===== src/rtl/control_pkg.sv =====
// control_pkg: shared types and encodings for the multicycle RV32I control unit.
//   - state_t   : sequencer states
//   - alu_op_t  : coarse ALU request from the sequencer to alu_decoder
//   - opcode, alu_control and mux-select encodings used by the datapath
//   - imm_src_of: immediate format selected from the opcode
package control_pkg;

  typedef enum logic [3:0] {
    FETCH, FETCH2, DECODE, MEMADR, MEMREAD, MEMWAIT, MEMWB,
    MEMWRITE, EXECUTER, EXECUTEI, ALUWB, JAL, BRANCH
  } state_t;

  typedef enum logic [1:0] {
    ALUOP_ADD   = 2'b00,
    ALUOP_SUB   = 2'b01,
    ALUOP_FUNCT = 2'b10
  } alu_op_t;

  localparam logic [6:0] OP_LOAD   = 7'b0000011;
  localparam logic [6:0] OP_STORE  = 7'b0100011;
  localparam logic [6:0] OP_RTYPE  = 7'b0110011;
  localparam logic [6:0] OP_ITYPE  = 7'b0010011;
  localparam logic [6:0] OP_JAL    = 7'b1101111;
  localparam logic [6:0] OP_BRANCH = 7'b1100011;

  localparam logic [2:0] ALU_ADD = 3'b000;
  localparam logic [2:0] ALU_SUB = 3'b001;
  localparam logic [2:0] ALU_AND = 3'b010;
  localparam logic [2:0] ALU_OR  = 3'b011;
  localparam logic [2:0] ALU_SLT = 3'b101;

  localparam logic       ADR_PC     = 1'b0;
  localparam logic       ADR_RESULT = 1'b1;

  localparam logic [1:0] RES_ALU_OUT    = 2'b00;
  localparam logic [1:0] RES_DMEM       = 2'b01;
  localparam logic [1:0] RES_ALU_RESULT = 2'b10;

  localparam logic [1:0] SRCA_PC     = 2'b00;
  localparam logic [1:0] SRCA_OLD_PC = 2'b01;
  localparam logic [1:0] SRCA_RS1    = 2'b10;

  localparam logic [1:0] SRCB_RS2  = 2'b00;
  localparam logic [1:0] SRCB_IMM  = 2'b01;
  localparam logic [1:0] SRCB_FOUR = 2'b10;

  localparam logic [1:0] IMM_I = 2'b00;
  localparam logic [1:0] IMM_S = 2'b01;
  localparam logic [1:0] IMM_B = 2'b10;
  localparam logic [1:0] IMM_J = 2'b11;

  function automatic logic [1:0] imm_src_of(input logic [6:0] op);
    case (op)
      OP_STORE:  return IMM_S;
      OP_BRANCH: return IMM_B;
      OP_JAL:    return IMM_J;
      default:   return IMM_I;
    endcase
  endfunction

endpackage


===== src/rtl/alu_decoder.sv =====
// alu_decoder: maps the sequencer's coarse ALU request plus instruction
// function fields onto the datapath alu_control encoding.
//   alu_op      in  : ADD / SUB forced by the sequencer, or FUNCT decode
//   funct3      in  : instruction bits [14:12]
//   funct7_5    in  : instruction bit 30
//   op_code_5   in  : opcode bit 5 (1 = R-type, 0 = I-type ALU)
//   alu_control out : operation for the ALU
module alu_decoder
  import control_pkg::*;
(
  input  alu_op_t    alu_op,
  input  logic [2:0] funct3,
  input  logic       funct7_5,
  input  logic       op_code_5,
  output logic [2:0] alu_control
);

  always_comb begin
    alu_control = ALU_ADD;
    case (alu_op)
      ALUOP_SUB: alu_control = ALU_SUB;
      ALUOP_FUNCT: begin
        case (funct3)
          // funct7[5] only means sub for R-type; in addi it is immediate bit.
          3'b000:  alu_control = (op_code_5 & funct7_5) ? ALU_SUB : ALU_ADD;
          3'b010:  alu_control = ALU_SLT;
          3'b110:  alu_control = ALU_OR;
          3'b111:  alu_control = ALU_AND;
          default: alu_control = ALU_ADD;
        endcase
      end
      default: alu_control = ALU_ADD;
    endcase
  end

endmodule


===== src/rtl/control_unit.sv =====
// control_unit: Moore sequencer for the multicycle RV32I datapath.
//   clk, reset (sync, active-low)
//   op_code/funct3/funct7 : fields of the instruction register
//   Zero                  : ALU zero flag (used in BRANCH)
//   adr_src, result_src, alu_src_a, alu_src_b, imm_src, alu_control : selects
//   mem_write, IR_write, reg_write, PC_write : write enables
//   illegal : pulse in DECODE for an unsupported opcode
//   retire  : pulse in the last state of every instruction
module control_unit
  import control_pkg::*;
(
  input  logic       clk,
  input  logic       reset,
  input  logic [6:0] op_code,
  input  logic [2:0] funct3,
  input  logic [6:0] funct7,
  input  logic       Zero,
  output logic       adr_src,
  output logic       mem_write,
  output logic       IR_write,
  output logic       reg_write,
  output logic       PC_write,
  output logic [1:0] result_src,
  output logic [1:0] alu_src_a,
  output logic [1:0] alu_src_b,
  output logic [1:0] imm_src,
  output logic [2:0] alu_control,
  output logic       illegal,
  output logic       retire
);

  state_t  state, next_state;
  alu_op_t alu_op;
  logic    mem_write_raw, ir_write_raw, reg_write_raw, pc_write_raw;
  logic    illegal_raw, retire_raw;
  logic    branch_taken;

  // Only funct7[5] participates in decoding.
  logic unused_funct7;
  assign unused_funct7 = ^{funct7[6], funct7[4:0]};

  always_ff @(posedge clk) begin
    if (!reset) state <= FETCH;
    else        state <= next_state;
  end

  always_comb begin
    case (funct3)
      3'b000:  branch_taken = Zero;
      3'b001:  branch_taken = ~Zero;
      default: branch_taken = 1'b0;
    endcase
  end

  always_comb begin
    next_state = FETCH;
    case (state)
      FETCH:  next_state = FETCH2;
      FETCH2: next_state = DECODE;
      DECODE: begin
        case (op_code)
          OP_LOAD, OP_STORE: next_state = MEMADR;
          OP_RTYPE:          next_state = EXECUTER;
          OP_ITYPE:          next_state = EXECUTEI;
          OP_JAL:            next_state = JAL;
          OP_BRANCH:         next_state = BRANCH;
          default:           next_state = FETCH;
        endcase
      end
      // Bit 5 separates sw (0100011) from lw (0000011).
      MEMADR:   next_state = op_code[5] ? MEMWRITE : MEMREAD;
      MEMREAD:  next_state = MEMWAIT;
      MEMWAIT:  next_state = MEMWB;
      EXECUTER: next_state = ALUWB;
      EXECUTEI: next_state = ALUWB;
      JAL:      next_state = ALUWB;
      default:  next_state = FETCH;
    endcase
  end

  always_comb begin
    adr_src       = ADR_PC;
    result_src    = RES_ALU_OUT;
    alu_src_a     = SRCA_PC;
    alu_src_b     = SRCB_RS2;
    alu_op        = ALUOP_ADD;
    mem_write_raw = 1'b0;
    ir_write_raw  = 1'b0;
    reg_write_raw = 1'b0;
    pc_write_raw  = 1'b0;
    illegal_raw   = 1'b0;
    retire_raw    = 1'b0;
    case (state)
      FETCH: adr_src = ADR_PC;
      FETCH2: begin
        ir_write_raw = 1'b1;
        alu_src_a    = SRCA_PC;
        alu_src_b    = SRCB_FOUR;
        result_src   = RES_ALU_RESULT;
        pc_write_raw = 1'b1;
      end
      DECODE: begin
        // Precompute the branch/jal target into ALU_out.
        alu_src_a = SRCA_OLD_PC;
        alu_src_b = SRCB_IMM;
        case (op_code)
          OP_LOAD, OP_STORE, OP_RTYPE, OP_ITYPE, OP_JAL, OP_BRANCH: ;
          default: begin
            illegal_raw = 1'b1;
            retire_raw  = 1'b1;
          end
        endcase
      end
      MEMADR: begin
        alu_src_a = SRCA_RS1;
        alu_src_b = SRCB_IMM;
      end
      MEMREAD, MEMWAIT: adr_src = ADR_RESULT;
      MEMWB: begin
        result_src    = RES_DMEM;
        reg_write_raw = 1'b1;
        retire_raw    = 1'b1;
      end
      MEMWRITE: begin
        adr_src       = ADR_RESULT;
        mem_write_raw = 1'b1;
        retire_raw    = 1'b1;
      end
      EXECUTER: begin
        alu_src_a = SRCA_RS1;
        alu_src_b = SRCB_RS2;
        alu_op    = ALUOP_FUNCT;
      end
      EXECUTEI: begin
        alu_src_a = SRCA_RS1;
        alu_src_b = SRCB_IMM;
        alu_op    = ALUOP_FUNCT;
      end
      ALUWB: begin
        reg_write_raw = 1'b1;
        retire_raw    = 1'b1;
      end
      JAL: begin
        alu_src_a    = SRCA_OLD_PC;
        alu_src_b    = SRCB_FOUR;
        pc_write_raw = 1'b1;
      end
      BRANCH: begin
        alu_src_a    = SRCA_RS1;
        alu_src_b    = SRCB_RS2;
        alu_op       = ALUOP_SUB;
        pc_write_raw = branch_taken;
        retire_raw   = 1'b1;
      end
      default: ;
    endcase
  end

  alu_decoder u_alu_decoder (
    .alu_op      (alu_op),
    .funct3      (funct3),
    .funct7_5    (funct7[5]),
    .op_code_5   (op_code[5]),
    .alu_control (alu_control)
  );

  assign imm_src = imm_src_of(op_code);

  // While reset is low no side effect may escape, whatever the state register holds.
  assign mem_write = reset & mem_write_raw;
  assign IR_write  = reset & ir_write_raw;
  assign reg_write = reset & reg_write_raw;
  assign PC_write  = reset & pc_write_raw;
  assign illegal   = reset & illegal_raw;
  assign retire    = reset & retire_raw;

endmodule


===== config.mk =====
export PLATFORM = sky130hd
export DESIGN_NAME = control_unit
export DESIGN_NICKNAME = d
export VERILOG_FILES = /design/src/rtl/control_pkg.sv /design/src/rtl/alu_decoder.sv /design/src/rtl/control_unit.sv
export SDC_FILE = /design/constraint.sdc
export NUM_CORES = 1
export LEC_CHECK = 0
export ABC_AREA = 0
export BUFFER_PORTS_ARGS = -buffer_cell sky130_fd_sc_hd__buf_4
export CORE_MARGIN = 5
export CORE_UTILIZATION = 42
export DETAILED_ROUTE_END_ITERATION = 16
export PLACE_DENSITY = 0.79
export SLEW_MARGIN = 10
export SYNTH_ARGS = -nofsm -noshare
export SYNTH_HDL_FRONTEND = slang
export SYNTH_SLANG_ARGS = --single-unit

===== constraint.sdc =====
create_clock -name clk -period 1.8 [get_ports clk]
set_clock_uncertainty 0.05 [all_clocks]
set_input_delay 0.36 -clock clk [delete_from_list [all_inputs] [get_ports clk]]
set_output_delay 0.36 -clock clk [all_outputs]
set_load 0.02 [all_outputs]

After elaboration in Yosys (flattened, before gate mapping)
Index checks and enable logic that the tools add are counted.
{"block": "word_totals", "mem_bits_ro": 0, "mem_count": 0, "inputBits": 20, "out_inout_bits": 18, "elab_cells": 66, "regBits": 4, "ram_bits": 0, "latchBits": 0}
{"block": "op_classes", "n_bitwise": 8, "muxes": 20, "n_div": 0, "addsub": 0, "multipliers": 0, "reduce_logical": 13, "shifts": 0, "n_eq_ne": 24, "magnitude_cmp": 0}
{"cell": "4-bit one-hot mux with 7 select lines", "n": 1}
{"cell": "4-bit equality test (second input constant)", "n": 5}
{"cell": "4-bit one-hot mux with 5 select lines", "n": 1}
{"cell": "4-bit by 3-bit equality test with 1-bit output (second input constant)", "n": 4}
{"cell": "2-bit one-hot mux with 2 select lines", "n": 4}
{"cell": "7-bit by 6-bit equality test with 1-bit output (second input constant)", "n": 2}
{"cell": "7-bit equality test (second input constant)", "n": 2}
{"cell": "3-bit one-hot mux with 4 select lines", "n": 1}
{"cell": "2-bit OR reduction", "n": 5}
{"cell": "3-bit OR reduction", "n": 3}
{"cell": "4-bit by 2-bit equality test with 1-bit output (second input constant)", "n": 2}
{"cell": "4-bit OR reduction", "n": 2}
{"cell": "1-bit bitwise AND", "n": 7}
{"cell": "7-bit by 2-bit equality test with 1-bit output (second input constant)", "n": 1}
{"cell": "7-bit by 5-bit equality test with 1-bit output (second input constant)", "n": 1}
{"cell": "1-bit two-way mux", "n": 7}
{"cell": "3-bit equality test (second input constant)", "n": 2}
{"cell": "1-bit one-hot mux with 2 select lines", "n": 3}
{"cell": "2-bit one-hot mux with 3 select lines", "n": 1}
{"cell": "3-bit one-hot mux with 2 select lines", "n": 1}
{"cell": "6-bit OR reduction", "n": 1}
{"cell": "4-bit by 1-bit equality test with 1-bit output (second input constant)", "n": 1}
{"cell": "4-bit zero test", "n": 1}
{"cell": "3-bit by 1-bit equality test with 1-bit output (second input constant)", "n": 1}
{"cell": "6 further kinds", "n": 6}

Longest topological paths before layout
Gate-level depths: netlist of the first run.
{"block": "depth", "depth_word": 5, "ltp_mapped": 6, "depth_no_buf": 6}

Hierarchy
A second synthesis of the first run with hierarchy kept.
{"block": "unflattened", "hier_cells": 90, "area_unflattened_um2": 654.4}
{"module": "control_unit", "n_inst": 1, "cells_each": 79, "area_per_inst_um2": 558.0, "seq_area_each_um2": 80.1}
{"module": "alu_decoder", "n_inst": 1, "cells_each": 11, "area_per_inst_um2": 96.3, "seq_area_each_um2": 0.0}

Least setup slack after synthesis of the first run
No wires, ideal clock.
{"block": "synth_timing", "path_type": "reg2out", "start": "reg state[1]", "end": "out alu_control[2]", "stages_incl_launch_ff": 6, "slack_ns": -0.322, "t_required_ns": 1.390, "t_arrival_ns": 1.712, "path_buffers": 0, "cell_sequence": "dfxtp_1 -> and2b_1 -> nand2b_1 -> inv_1 -> ha_1 -> nor4_1"}
{"block": "synth_via", "elab_chain_cells": 5, "elab_cells_between_ends": 8, "cone_classes": "eq/ne (5); mux (2); reduce/logical (1)"}
{"element": "start, declared", "line": "control_unit.sv:32", "text": "state_t state, next_state;"}
{"element": "start signal, assigned", "line": "control_unit.sv:44", "text": "else state <= next_state;"}
{"element": "4-bit equality test", "line": "control_unit.sv:93", "text": "case (state)"}
{"element": "2-bit OR reduction (no line)"}
{"element": "2-bit one-hot mux with 2 select lines (*)", "line": "control_unit.sv:93"}
{"element": "2-bit equality test / 2-bit by 1-bit equality test with 1-bit output (equally long branches)", "line": "alu_decoder.sv:20", "text": "case (alu_op)"}
{"element": "3-bit one-hot mux with 2 select lines (*)", "line": "alu_decoder.sv:20"}
{"element": "end, declared", "line": "control_unit.sv:27", "text": "output logic [2:0] alu_control,"}
Every way passes the cells marked *; elsewhere a longest branch is shown, timed or not.

Worst setup path in the final report of the first run
Same ends and word-level chain as after synthesis.

==> results.cfg, run 1 <==
[timing]
worstMarginPinSlew_ns = 0.245
relSlewSlack_pct = 83.6
post-route-period-util_pct = 114
rsz0062_at_grt = true
min_period_ns = 2.05
setup_ws_ns = -0.251
setup_viol = 6
slew_violations = 0
clock.fmax_mhz = 488
hold_viol = 0

[power_and_ir_drop]
power.density_nw_per_um2 = 391
p_leak_nw = 0.496
p_clk_share_pct = 27.3
pwr-share-comb_pct = 50.0
netSwitchingPower_mw = 0.165
cell_internal_pwr_mw = 0.272
power_mw = 0.437
p_sw_share_pct = 37.8
irDropWorstVdd_uv = 361
p_seq_share_pct = 22.7

[global_routing]
grt_pass1_wl_microns = 3390
grt_overflow = 0
grt_max_degree = 14
grt_use_total_pct = 17.4
antenna_found_initial = 0
grt_pass1_vias = 812

[logic_synthesis]
yosysWarnings = 0
netlist_instances = 96
synth-seq-area-share_pct = 12.3
synth_nets = 118
yosysMostFrequentCell = nor2_1
synth.distinct_cells = 39
yosysTopAreaCell = dfxtp_1
syn_area_sq_um = 649
syn_area_per_cell_sq_um = 6.76
synth_seq_cells = 4
synthFlopType = dfxtp_1
yosysTopAreaCellShare_pct = 12.3
synth_commonest_cells = nor2_1, nand2_1, a21oi_1, inv_1, nand2b_1
synth-edff-count = 0
async_flop_share_pct = 0
synth_area_leaders = dfxtp_1, nor2_1, nand2b_1

[layout]
antenna_cells = 0
fill_cells = 111
final_area_sq_um = 1120
largest_register_ff_count = 4
top_register = state
area_delta_synth_final_pct = 72.1
final_nets = 163
multi_input_area_sq_um = 606
seqCellArea_sq_um = 82.6
reg_top3 = state x4
drive_above_1_share_pct = 52.5

[placement]
post_dp_cell_area_sq_um = 965
place_congestion = 0.827
dp_hpwl_microns = 1520
port_buffers = 31

[run]
cap_violations = 0

[clock_network]
htree_levels = 1
cts_tree = yes
clock_latency_ns = 0.25
cts_sinks = 4
cts_root_buf = clkbuf_4
cts_buffer_depth = 2
cts-buffers-inserted = 3
clkTransAtPathRegs_ns = 0.04

[min_path]
hold_start = reset
whs_endpoint = state[3]
min_path_type = primary input to flip-flop
min_path_cells = 3

[floorplan]
die_y_microns = 49.3
row_count = 14
num_io_pins = 38
die_area_sq_um = 2430
start_util_pct = 43.6
core_sq_um = 1490
die_x_microns = 49.3

[critical_path]
cp_max_fo = 3
timing.rr.start = state[3]
required_ns = 1.39
critical_path_class = flip-flop to output port
cp_data_arrival_time_ns = 1.64
reg2reg_slack_ns = 0.33
end_kind = output port
ff2ff_path_depth = 4
rr_endpoint = state[3]
startpoint_type = flip-flop

[route]
drt.antenna.violating_nets = 0
viasPerCell = 5.73
drt_iter0_markers = 12
routedWlPerCell_microns = 14.7
routed_wl_microns = 2270
vias = 888
drc = 0
dr.pass1.iters = 4

[run_status]
status = finished, violations left
failed_checks = negative setup slack
==> cells in the final DEF (no fill, tap or decap), types with 3 or more instances in the layout <==
cell,Yosys,final
a21oi_1,6,5
nor2_1,11,9
o21ai_0,4,3
nand3_1,4,4
clkbuf_4,0,3
inv_1,6,4
buf_4,1,38
nand3b_1,3,3
nand2b_1,6,5
a31oi_1,3,3
buf_6,1,7
nand2_1,9,8
==> final cells by class <==
| class | count | share of cell area [%] |
|---|---|---|
| Clock buffer | 3 | 2.02 |
| Inverter | 6 | 2.02 |
| Multi-Input combinational cell | 81 | 54.2 |
| Sequential cell | 4 | 7.39 |
| Tap cell | 16 | 1.79 |
| Timing Repair Buffer | 45 | 32.6 |
==> layer usage <==
metal | share of wire, % | global-route usage (%)
met1 | 40 | 19.0
met2 | 52 | 30.5
met3 | 6.8 | 4.28
met4 | 0.79 | 8.52
met5 | 0 | 0
==> worst max-delay path, cell delays in order (launching register included) <==
cell and delay (ns):
dfxtp_2 0.32, and2b_2 0.23, nand3b_1 0.13, buf_4 0.13, ha_4 0.13, nand2_4 0.06, nor4_4 0.22, buf_4 0.18
==> worst max path at each step <==
stage,slack [ns],cells past startpoint,end,startpoint
floorplan,-0.01,5,alu_control[2],state[1]
CTS,-0.24,6,PC_write,state[1]
global route,-0.32,7,alu_control[2],state[1]
global placement,0.01,5,alu_control[2],state[1]
finish,-0.25,7,alu_control[2],state[1]
detailed placement,-0.03,5,alu_control[2],state[1]
==> stage by stage <==
stage / std cells / worst slack [ns] / TNS [ns] / util [%] / hold WS (ns)
finish: 155 / -0.251 / -0.837 / 75.0 / 0.416
global route: 155 / -0.322 / -1.38 / 75.0 / 0.434
CTS: 153 / -0.239 / -0.682 / 72.1 / 0.403
detailed placement: 148 / -0.0278 / -0.0283 / 64.8 / 0.555
global placement: 148 / 0.00966 / 0 / 64.8 / 0.553
floorplan: 96 / -0.0126 / -0.0126 / - / 0.460
==> timing repair <==
action                                  4_1_cts  5_1_grt
gates resized for setup                      18        9
pin swaps                                     7        5
buffers inserted                              2        3
endpoints found under the setup margin        6        9
hold buffers                                  0        0
==> power by group through the flow <==
stage | clock, mW | combinational (mW) | sequential, mW
floorplan | 0 | 0.109 | 0.102
global placement | 0 | 0.192 | 0.0995
detailed placement | 0 | 0.195 | 0.0996
CTS | 0.120 | 0.205 | 0.0990
global route | 0.126 | 0.235 | 0.101
finish | 0.119 | 0.219 | 0.0992
==> logic make-up (layout without fill, tap and decap cells) <==
| group | after synthesis | after routing | share of synthesized area [%] |
|---|---|---|---|
| AND/OR/NAND/NOR | 54 | 54 | 48.0 |
| AO/OA/AOI/OAI | 22 | 22 | 23.3 |
| buffers and inverters | 11 | 54 | 8.48 |
| flip-flops | 4 | 4 | 12.3 |
| XOR/XNOR | 3 | 3 | 4.05 |
| adder cells (fa/ha/maj) | 2 | 2 | 3.85 |
(Power assumes the default switching activity.)
==> inputs of run 2 (changes only) <==
--- a/config.mk
+++ b/config.mk
@@ -6,11 +6,11 @@
 export NUM_CORES = 1
 export LEC_CHECK = 0
 export ABC_AREA = 0
-export BUFFER_PORTS_ARGS = -buffer_cell sky130_fd_sc_hd__buf_4
-export CORE_MARGIN = 5
-export CORE_UTILIZATION = 42
+export CORE_AREA = 5 5 42 44
 export DETAILED_ROUTE_END_ITERATION = 16
-export PLACE_DENSITY = 0.79
+export DIE_AREA = 0 0 47 49
+export DONT_BUFFER_PORTS = 1
+export PLACE_DENSITY = 0.66
 export SLEW_MARGIN = 10
 export SYNTH_ARGS = -nofsm -noshare
 export SYNTH_HDL_FRONTEND = slang
==> run 2 against run 1 <==
  * The run still ends with negative setup slack left
  * Clock power fell by 8%
  * Count of clock-buffer cells in the layout did not move
  * Fmax rose by 2.1%
  * Flip-flop and latch count did not move
  * Sequential share of layout area rose by 1.0 points
  * Critical endpoint is now alu_control[0]
==> results.cfg, run 2 (synthesis results as in run 1) <==
[clock_network]
cts_buffer_depth = 2
htree_levels = 1
cts-buffers-inserted = 3
clock_latency_ns = 0.23
clkTransAtPathRegs_ns = 0.04
cts_tree = yes
cts_root_buf = clkbuf_4
cts_sinks = 4

[route]
drt.antenna.violating_nets = 0
dr.pass1.iters = 4
met1_length_microns = 758
drc = 0
routedWlPerCell_microns = 14.7
viasPerCell = 5.86
dr.max_layer_used = met4
wl_met3_microns = 153
wl_met2_microns = 1050
vias = 785
routed_wl_microns = 1980
drt_iter0_markers = 21

[run_status]
status = finished, violations left
failed_checks = negative setup slack

[layout]
largest_register_ff_count = 4
antenna_cells = 0
drive_above_1_share_pct = 43.2
final_core_util_pct = 69.2
final_nets = 142
layout_common_cells = buf_4, nor2_1, nand2_1
mostFrequentLayoutCell = buf_4
fill_cells = 123
reg_top3 = state x4
top_register = state
final_area_sq_um = 970
area_delta_synth_final_pct = 49.3

[placement]
dp_hpwl_microns = 1440
post_dp_cell_area_sq_um = 822
port_buffers = 0
place_congestion = 0.809

[power_and_ir_drop]
p_leak_nw = 0.396
irDropWorstVdd_uv = 200
power.density_nw_per_um2 = 392

[global_routing]
grt_max_degree = 16
grt_pass1_vias = 738
grt_overflow = 0
grt_pass1_wl_microns = 3250
grt_use_total_pct = 18.4
antenna_found_initial = 0

[timing]
setup_ws_ns = -0.209
clock.fmax_mhz = 498
rsz0062_at_grt = true
setup_tns_ns = -0.597
post-route-period-util_pct = 112
setup_viol = 5
slew_violations = 0
worstMarginPinSlew_ns = 0.419
hold_viol = 0
hold_ws_ns = 0.267
relSlewSlack_pct = 72.0
min_period_ns = 2.01

[critical_path]
critical_path_class = flip-flop to output port
cp_max_fo = 3
reg2reg_slack_ns = 0.38
end_kind = output port
required_ns = 1.39
startpoint_type = flip-flop
cp_data_arrival_time_ns = 1.60

[floorplan]
die_area_sq_um = 2300
start_util_pct = 46.3
num_io_pins = 38
die_x_microns = 47
core_sq_um = 1400
die_y_microns = 49
row_count = 14

[min_path]
min_path_type = primary input to flip-flop

[run]
cap_violations = 0
[run 2: final cells by class]
type                            instances  area, sq um  area share (%)
Multi-Input combinational cell         81          629            64.9
Tap cell                               16         20.0            2.06
Clock buffer                            3         22.5            2.32
Inverter                                6         25.0            2.58
Timing Repair Buffer                   24          191            19.7
Sequential cell                         4         81.3            8.39
[run 2: timing repair]
action                                  4_1_cts  5_1_grt
endpoints found under the setup margin        6        9
gates resized for setup                      15        8
hold buffers                                  0        0
setup buffers                                 2        1
hold endpoints to repair                      0        0
pin swaps                                     6        5
[run 2: critical path, cell delays in order (launching register included)]
cell	delay [ns]
dfxtp_2	0.31
and2b_2	0.23
nand3b_1	0.17
buf_6	0.15
inv_4	0.04
ha_4	0.15
a31oi_4	0.12
nor2_1	0.05
buf_4	0.15
[run 2: metrics by stage]
step | power, mW | setup slack, ns | instances
after floorplan | 0.212 | -0.0126 | 96
after global placement | 0.252 | 0.0252 | 129
after detailed placement | 0.254 | 0.00714 | 129
after CTS | 0.371 | -0.199 | 134
after global routing | 0.410 | -0.294 | 134
final | 0.380 | -0.209 | 134
[run 2: metal layers]
layer	global-route usage, %	vias up
li1	-	390
met1	24.6	363
met2	29.2	30
met3	4.06	2
met4	4.15	0
met5	0	-
[run 2: path summary, 6_finish.rpt]
| path | to | cells past startpoint | start |
|---|---|---|---|
| worst max-delay path | alu_control[0] | 8 | state[1] |
| worst min-delay path | state[3] | 2 | reset |
| worst max register to register | state[3] | 4 | state[1] |
| worst min register to register | state[3] | 2 | state[2] |
[run 2: power by group]
part,leakage [nW],switching [mW],internal (mW)
Sequential,0.0331,0.00431,0.0954
Combinational,0.349,0.0927,0.0773
Clock,0.0138,0.0358,0.0745
Total,0.396,0.133,0.247
